`src/rtl/sram_controller_pkg.sv`:
```
// -----------------------------------------------------------------------------
// sram_controller_pkg
//   Shared types and constants for the asynchronous-SRAM bus slave:
//   chip word-address and byte-mask types, byte-mask constants, the RAM
//   window prefix, and the controller state encoding (exported so that
//   benches and debug logic can decode it).
// -----------------------------------------------------------------------------
package sram_controller_pkg;

    localparam int unsigned SRAM_DATA_WIDTH = 32;
    localparam int unsigned SRAM_ADDR_WIDTH = 20;

    // Upper address byte of the RAM window on the system bus.
    localparam logic [7:0] RAM_PREFIX = 8'h00;

    typedef logic [SRAM_ADDR_WIDTH-1:0] SramChipAddress_t;
    typedef logic [3:0]                 ByteMask_t;

    localparam ByteMask_t BYTE_MASK_NONE = 4'b0000;
    localparam ByteMask_t BYTE_MASK_ALL  = 4'b1111;

    typedef enum logic [2:0] {
        ST_IDLE,
        ST_RD_WAIT,
        ST_WR_SETUP,
        ST_WR_PULSE,
        ST_WR_HOLD,
        ST_DONE
    } SramState_t;

    // Bus byte address -> SRAM word address (byte_addr[21:2]).
    function automatic SramChipAddress_t word_addr(input logic [31:0] byte_addr);
        return SramChipAddress_t'(byte_addr >> 2);
    endfunction

endpackage

```
`src/rtl/sram_controller.sv`:
```
// -----------------------------------------------------------------------------
// sram_controller
//   Bus slave that turns single-word read/write requests into timed
//   asynchronous-SRAM cycles, holding the master with stall_o until each
//   cycle is complete.
//
//   Ports
//     clk, rst_n          clock, asynchronous active-low reset
//     address_i           bus byte address (word address = address_i[21:2])
//     read_i, write_i     level requests, held until stall_o is seen low
//     data_wr_i, mask_i   write data and active-high byte enables
//     stall_o             combinational: request still in progress
//     data_rd_o           registered read data (valid when stall_o drops)
//     data_rd_2_o         tied 0
//     interrupt_o         tied 0
//     sram_address_o      SRAM word address
//     sram_data_out_o     data driven to SRAM, sram_data_oe_o enables the driver
//     sram_data_in_i      data returned by SRAM
//     sram_be_n_o         active-low byte enables
//     sram_ce_n_o, sram_oe_n_o, sram_we_n_o   active-low strobes
//
//   All SRAM-side outputs are registered: their next values are derived
//   from the next state, so each strobe is glitch-free and changes exactly
//   on the state boundary.
// -----------------------------------------------------------------------------
module sram_controller
    import sram_controller_pkg::*;
#(
    parameter int unsigned READ_WAIT_CYCLES   = 2,  // 1..15
    parameter int unsigned WRITE_PULSE_CYCLES = 1   // 1..15
) (
    input  logic                       clk,
    input  logic                       rst_n,

    input  logic [31:0]                address_i,
    input  logic                       read_i,
    input  logic                       write_i,
    input  logic [SRAM_DATA_WIDTH-1:0] data_wr_i,
    input  ByteMask_t                  mask_i,
    output logic                       stall_o,
    output logic [SRAM_DATA_WIDTH-1:0] data_rd_o,
    output logic [SRAM_DATA_WIDTH-1:0] data_rd_2_o,
    output logic [5:0]                 interrupt_o,

    output SramChipAddress_t           sram_address_o,
    output logic [SRAM_DATA_WIDTH-1:0] sram_data_out_o,
    input  logic [SRAM_DATA_WIDTH-1:0] sram_data_in_i,
    output logic                       sram_data_oe_o,
    output ByteMask_t                  sram_be_n_o,
    output logic                       sram_ce_n_o,
    output logic                       sram_oe_n_o,
    output logic                       sram_we_n_o
);

    // Counter value on the final cycle of each timed state.
    localparam logic [3:0] RD_LAST = 4'(READ_WAIT_CYCLES - 1);
    localparam logic [3:0] WR_LAST = 4'(WRITE_PULSE_CYCLES - 1);

    SramState_t                 state_q, state_d;
    logic [3:0]                 wait_cnt_q, wait_cnt_d;
    SramChipAddress_t           addr_q, addr_d;
    logic [SRAM_DATA_WIDTH-1:0] dout_q, dout_d;
    ByteMask_t                  wr_be_n_q, wr_be_n_d;
    logic [SRAM_DATA_WIDTH-1:0] data_rd_q, data_rd_d;
    ByteMask_t                  be_n_q, be_n_d;
    logic                       ce_n_q, ce_n_d;
    logic                       oe_n_q, oe_n_d;
    logic                       we_n_q, we_n_d;
    logic                       data_oe_q, data_oe_d;

    // -------------------------------------------------------------------------
    // State register and all registered outputs
    // -------------------------------------------------------------------------
    always_ff @(posedge clk or negedge rst_n) begin
        if (!rst_n) begin
            state_q    <= ST_IDLE;
            wait_cnt_q <= '0;
            addr_q     <= '0;
            dout_q     <= '0;
            wr_be_n_q  <= BYTE_MASK_ALL;
            data_rd_q  <= '0;
            be_n_q     <= BYTE_MASK_ALL;
            ce_n_q     <= 1'b1;
            oe_n_q     <= 1'b1;
            we_n_q     <= 1'b1;
            data_oe_q  <= 1'b0;
        end else begin
            state_q    <= state_d;
            wait_cnt_q <= wait_cnt_d;
            addr_q     <= addr_d;
            dout_q     <= dout_d;
            wr_be_n_q  <= wr_be_n_d;
            data_rd_q  <= data_rd_d;
            be_n_q     <= be_n_d;
            ce_n_q     <= ce_n_d;
            oe_n_q     <= oe_n_d;
            we_n_q     <= we_n_d;
            data_oe_q  <= data_oe_d;
        end
    end

    // -------------------------------------------------------------------------
    // Next state, latches and next-cycle strobe values
    // -------------------------------------------------------------------------
    always_comb begin
        state_d   = state_q;
        addr_d    = addr_q;
        dout_d    = dout_q;
        wr_be_n_d = wr_be_n_q;
        data_rd_d = data_rd_q;

        unique case (state_q)
            ST_IDLE: begin
                // Write wins over read; a write with no enabled bytes
                // completes without touching the chip.
                if (write_i) begin
                    if (mask_i != BYTE_MASK_NONE) begin
                        addr_d    = word_addr(address_i);
                        dout_d    = data_wr_i;
                        wr_be_n_d = ~mask_i;
                        state_d   = ST_WR_SETUP;
                    end else begin
                        state_d   = ST_DONE;
                    end
                end else if (read_i) begin
                    addr_d  = word_addr(address_i);
                    state_d = ST_RD_WAIT;
                end
            end
            ST_RD_WAIT: begin
                if (wait_cnt_q == RD_LAST) begin
                    data_rd_d = sram_data_in_i;
                    state_d   = ST_DONE;
                end
            end
            ST_WR_SETUP: state_d = ST_WR_PULSE;
            ST_WR_PULSE: begin
                if (wait_cnt_q == WR_LAST) begin
                    state_d = ST_WR_HOLD;
                end
            end
            ST_WR_HOLD:  state_d = ST_DONE;
            ST_DONE:     state_d = ST_IDLE;
            default:     state_d = ST_IDLE;
        endcase

        // Counter restarts from zero on every state entry.
        wait_cnt_d = (state_d != state_q) ? 4'd0 : wait_cnt_q + 4'd1;

        // Strobes for the cycle the FSM is about to enter. WE_n only falls
        // in WR_PULSE, one cycle after CE_n/address/data were set up in
        // WR_SETUP; the data driver is never enabled during a read.
        ce_n_d    = 1'b1;
        oe_n_d    = 1'b1;
        we_n_d    = 1'b1;
        be_n_d    = BYTE_MASK_ALL;
        data_oe_d = 1'b0;

        unique case (state_d)
            ST_RD_WAIT: begin
                ce_n_d = 1'b0;
                oe_n_d = 1'b0;
                be_n_d = BYTE_MASK_NONE;
            end
            ST_WR_SETUP, ST_WR_HOLD: begin
                ce_n_d    = 1'b0;
                be_n_d    = wr_be_n_d;
                data_oe_d = 1'b1;
            end
            ST_WR_PULSE: begin
                ce_n_d    = 1'b0;
                we_n_d    = 1'b0;
                be_n_d    = wr_be_n_d;
                data_oe_d = 1'b1;
            end
            default: ;
        endcase
    end

    // -------------------------------------------------------------------------
    // Outputs
    // -------------------------------------------------------------------------
    // stall drops in DONE, or as soon as the master withdraws its request.
    assign stall_o = rst_n & (read_i | write_i) & (state_q != ST_DONE);

    assign data_rd_o       = data_rd_q;
    assign data_rd_2_o     = '0;
    assign interrupt_o     = '0;
    assign sram_address_o  = addr_q;
    assign sram_data_out_o = dout_q;
    assign sram_data_oe_o  = data_oe_q;
    assign sram_be_n_o     = be_n_q;
    assign sram_ce_n_o     = ce_n_q;
    assign sram_oe_n_o     = oe_n_q;
    assign sram_we_n_o     = we_n_q;

endmodule

```
`config.mk`:
```
export PLATFORM = sky130hd
export DESIGN_NAME = sram_controller
export DESIGN_NICKNAME = d
export VERILOG_FILES = /design/src/rtl/sram_controller_pkg.sv /design/src/rtl/sram_controller.sv
export SDC_FILE = /design/constraint.sdc
export NUM_CORES = 1
export LEC_CHECK = 0
export ABC_AREA = 1
export CAP_MARGIN = 20
export CORE_ASPECT_RATIO = 1.1
export CORE_MARGIN = 2
export CORE_UTILIZATION = 36
export CTS_CLUSTER_SIZE = 10
export DETAILED_ROUTE_END_ITERATION = 10
export GPL_TIMING_DRIVEN = 1
export PLACE_DENSITY = 0.77
export SLEW_MARGIN = 30
export SYNTH_ARGS = -nofsm -noshare
export SYNTH_HDL_FRONTEND = slang
export SYNTH_SLANG_ARGS = --single-unit
```
`constraint.sdc`:
```
create_clock -name clk -period 1.5 [get_ports clk]
set_input_delay 0.3 -clock clk [delete_from_list [all_inputs] [get_ports clk]]
set_output_delay 0.3 -clock clk [all_outputs]
set_load 0.02 [all_outputs]
```
==> results.py, run 1 <==
metrics = {
    "hold_path": {
        "hp-class": "input pin to asynchronous set/reset pin",
    },
    "die": {
        "die_area_um2": 13400,
        "core-area_um2": 12100,
        "dieHeight_um": 121,
        "die_w_um": 111,
        "initial_core_util": 0.372,
        "ios": 235,
        "std_cell_rows": 42,
    },
    "clock_network": {
        "clkTransAtPathRegs_ns": 0.07,
        "clock_path_buffers": 2,
        "cts_tree": "built",
        "root_buffer": "clkbuf_16",
        "htreeDepth": 3,
        "numCtsBuffers": 9,
        "clock_sinks": 103,
        "postCtsHoldBufs": 0,
        "insertion_delay_ns": 0.33,
    },
    "finish": {
        "nFillCells": 1041,
        "fin_nets": 796,
        "antennaDiodeCount": 0,
        "multi_input_area_um2": 1760,
        "area_growth_pct": 60.2,
        "layout-drive-gt1-share": 0.223,
        "fin_util": 0.596,
        "seq_area_um2": 2590,
    },
    "synthesis": {
        "ys_ff_latch": 103,
        "postSynthCellCount": 466,
        "seq_area_frac_synth": 0.577,
        "ys_top_cells_by_area": "dfrtp_1 51%, nand2_1 18%, mux2_4 6.7%",
        "synth-main-ff-cell": "dfrtp_1",
        "synth_edf_count": 0,
        "ys_async_sr_fraction": 1.00,
        "synthMuxAreaShare": 0.0668,
        "syn_area_per_cell_um2": 9.64,
        "synth_top_area_cell": "dfrtp_1",
        "yosys_warnings": 0,
        "synth-compound-area-share": 0.0184,
        "synthSimpleGateAreaFrac": 0.222,
        "synthAdderAreaFrac": 0.00835,
        "yosys.area_share.xor_xnor": 0.00390,
        "synth.top_cell.area_share": 0.512,
        "synth.distinct_cells": 27,
        "synth_top_family_by_area": "simple AND/OR/NAND/NOR gates",
        "synth_area_um2": 4490,
    },
    "run_status": {
        "outcome": "finished, violations left",
        "violations": "negative setup slack",
    },
    "detailed_routing": {
        "routedWlPerCell_um": 13.6,
        "initialDrtViolationCount": 145,
        "ant_nets": 0,
        "drcViolationCount": 0,
        "num_vias": 3769,
        "dr.pass1.iters": 4,
        "wl_um": 11600,
        "via_per_inst": 4.44,
    },
    "place": {
        "numPortBuffers": 184,
        "gp_congestion": 0.810,
        "pre_cts_slack_ns": -0.453,
        "dp_hpwl_um": 8150,
    },
    "global_routing": {
        "grt_max_degree": 71,
        "grt_pass1_vias": 3814,
        "track_usage": 0.169,
        "antenna_found_initial": 0,
        "grt_overflow": 0,
        "grt_pass1_wl_um": 18200,
    },
    "sta": {
        "tightestPinTransition_ns": 0.853,
        "timing.final.hold_violations": 0,
        "rsz0062_at_grt": "yes",
        "final.period_utilization": 1.13,
        "fin_skew_ns": 0.00597,
        "report.final.slew_viol_count": 0,
        "fin_ws_ns": -0.202,
        "setup_viol": 68,
        "fmax_mhz": 588,
        "maxSlewHeadroom": 0.431,
        "period_minus_slack_ns": 1.70,
    },
    "critical_path": {
        "worstPathRequired_ns": 1.72,
        "crit_top_cell": "buf_6",
        "critPathMaxFanout": 5,
        "worst_path_max_delay_cell": "dfrtp_1",
        "cp-start-kind": "flip-flop",
        "end_kind": "flip-flop",
        "cp_slowest_stage_delay_ns": 0.40,
        "worstPathCellList": "buf_6 -> buf_6 -> nor2_4 -> nand2_4 -> buf_6 -> nor2_4 -> buf_12 -> buf_4 -> o21ai_2 -> nand3_2 -> nor2_1",
        "rr_worst_depth": 11,
        "worst-path-stages": 11,
        "critical-path-top-delay-family": "buffers and inverters",
        "arrival_ns": 1.92,
        "crit_type": "flip-flop to flip-flop",
        "cp_num_buf_inv": 5,
    },
    "pwr": {
        "power_density_nw_per_um2": 2130,
        "leakage_nw": 3.73,
        "peakVddDrop_uv": 897,
        "comb_power_share": 0.535,
        "clockPowerShare": 0.141,
        "p_int_w": 0.00916,
        "seq_power_share": 0.323,
        "switching_share": 0.404,
        "power.switching_w": 0.00621,
    },
    "run": {
        "cap_violations": 0,
    },
}
## per-stage QoR
step / hold WS [ns] / area, µm² / std cells / setup TNS (ns) / power, W
2_1_floorplan: 0.00441 / 4630 / 503 / 0 / 0.00915
3_3_place_gp: 0.453 / 6520 / 813 / -27.38 / 0.0126
3_5_place_dp: 0.462 / 6520 / 813 / -30.25 / 0.0128
4_1_cts: 0.194 / 7030 / 843 / -5.66 / 0.0149
5_1_grt: 0.241 / 7200 / 848 / -13.02 / 0.0163
6_report: 0.171 / 7200 / 848 / -8.47 / 0.0154
## cells in the mapped netlist, drive strengths merged, types with 3 or more instances
cell type and number:
nand2 216, dfrtp 92, buf 51, inv 22
mux2 20, nor2 18, dfstp 11, nand3 9
o211ai 5, o21a 4, or2 4, clkbuf 3
ha 3
## routing by layer
| layer | wire length, µm | global-route usage | up-vias |
|---|---|---|---|
| met5 | 0 | 0 | - |
| li1 | - | - | 1794 |
| met3 | 771 | 0.0425 | 32 |
| met2 | 5800 | 0.295 | 179 |
| met1 | 4730 | 0.203 | 1764 |
| met4 | 256 | 0.0594 | 0 |
## power groups by stage
stage               logic [W]  clock network (W)  registers, W
detailed placement    0.00788                  0       0.00495
global placement      0.00766                  0       0.00494
CTS                   0.00780            0.00225       0.00489
global route          0.00882            0.00236       0.00512
finish                0.00823            0.00217       0.00496
floorplan             0.00269                  0       0.00646
## layout by cell type (no fill, tap or decap), types with 3 or more instances in the layout
cell             Yosys  routed
nor2_4               2       6
buf_16               0       4
buf_4               38      22
clkdlybuf4s50_1      0      88
mux2_4              20      20
nor2_1              13       7
clkinvlp_4           0       3
nand3_1              8       6
inv_1               19      16
o211ai_1             5       5
clkbuf_2             0       3
or2_2                4       3
dfstp_2             11      11
dfrtp_1             92      92
dlygate4sd2_1        0      87
o21a_1               4       4
nor2_2               3       5
buf_12               0       6
clkbuf_16            0      10
conb_1               1      38
nand2_1            213     188
nand2_4              0      10
buf_6                3      12
inv_2                3       4
nand2_2              3      18
## layout make-up
class                      count  share of cell area
clock buffer                  10              0.0332
multi-input combinational    324               0.244
inverter                      22              0.0136
sequential                   103               0.360
tap                          154              0.0268
timing repair buffer         228               0.315
timing repair inverter         1             0.00104
clock inverter                 6             0.00591
## state kept, by name, summed over array words and instances (netlist names), 3 cells and up
signal and flops:
state_q 3, wait_cnt_q 4, sram_data_out_o 32, sram_address_o 20, wr_be_n_q 4, data_rd_o 32, sram_be_n_o 4
## what timing repair did
item / 4_1_cts / 5_1_grt
pin swaps: 20 / 10
cloned: 6 / 1
resized for setup: 141 / 54
setup endpoints to repair: 163 / 104
setup buffers: 9 / 5
## cells by family (layout without fill, tap and decap cells)
family / count (synthesis) / count (layout)
XOR/XNOR: 2 / 2
adder cells (fa/ha/maj): 3 / 3
multiplexers: 20 / 20
flip-flops: 103 / 103
other: 1 / 38
AND/OR/NAND/NOR: 249 / 249
AO/OA/AOI/OAI: 12 / 12
buffers and inverters: 76 / 267
## final timing paths
check / start / end / slack (ns)
setup reg to reg: state_q[0]$_DFF_PN0_ / wait_cnt_q[0]$_DFF_PN0_ / -0.20
hold reg to reg: data_rd_o[4]$_DFFE_PN0P_ / data_rd_o[4]$_DFFE_PN0P_ / 0.47
hold / removal: rst_n / state_q[0]$_DFF_PN0_ / 0.17
setup / recovery: state_q[0]$_DFF_PN0_ / wait_cnt_q[0]$_DFF_PN0_ / -0.20
max in group asynchronous: rst_n / wr_be_n_q[3]$_DFF_PN1_ / 0.36
min in group clk: mask_i[0] / wr_be_n_q[0]$_DFF_PN1_ / 0.45
No activity file was read; power rests on OpenSTA's default activity.
==> inputs of run 2 (changes only) <==
Settings changed: CAP_MARGIN 20 to default.
==> results of run 2 <==
Same layout as run 1: the final DEF is identical, and so are final timing and power.
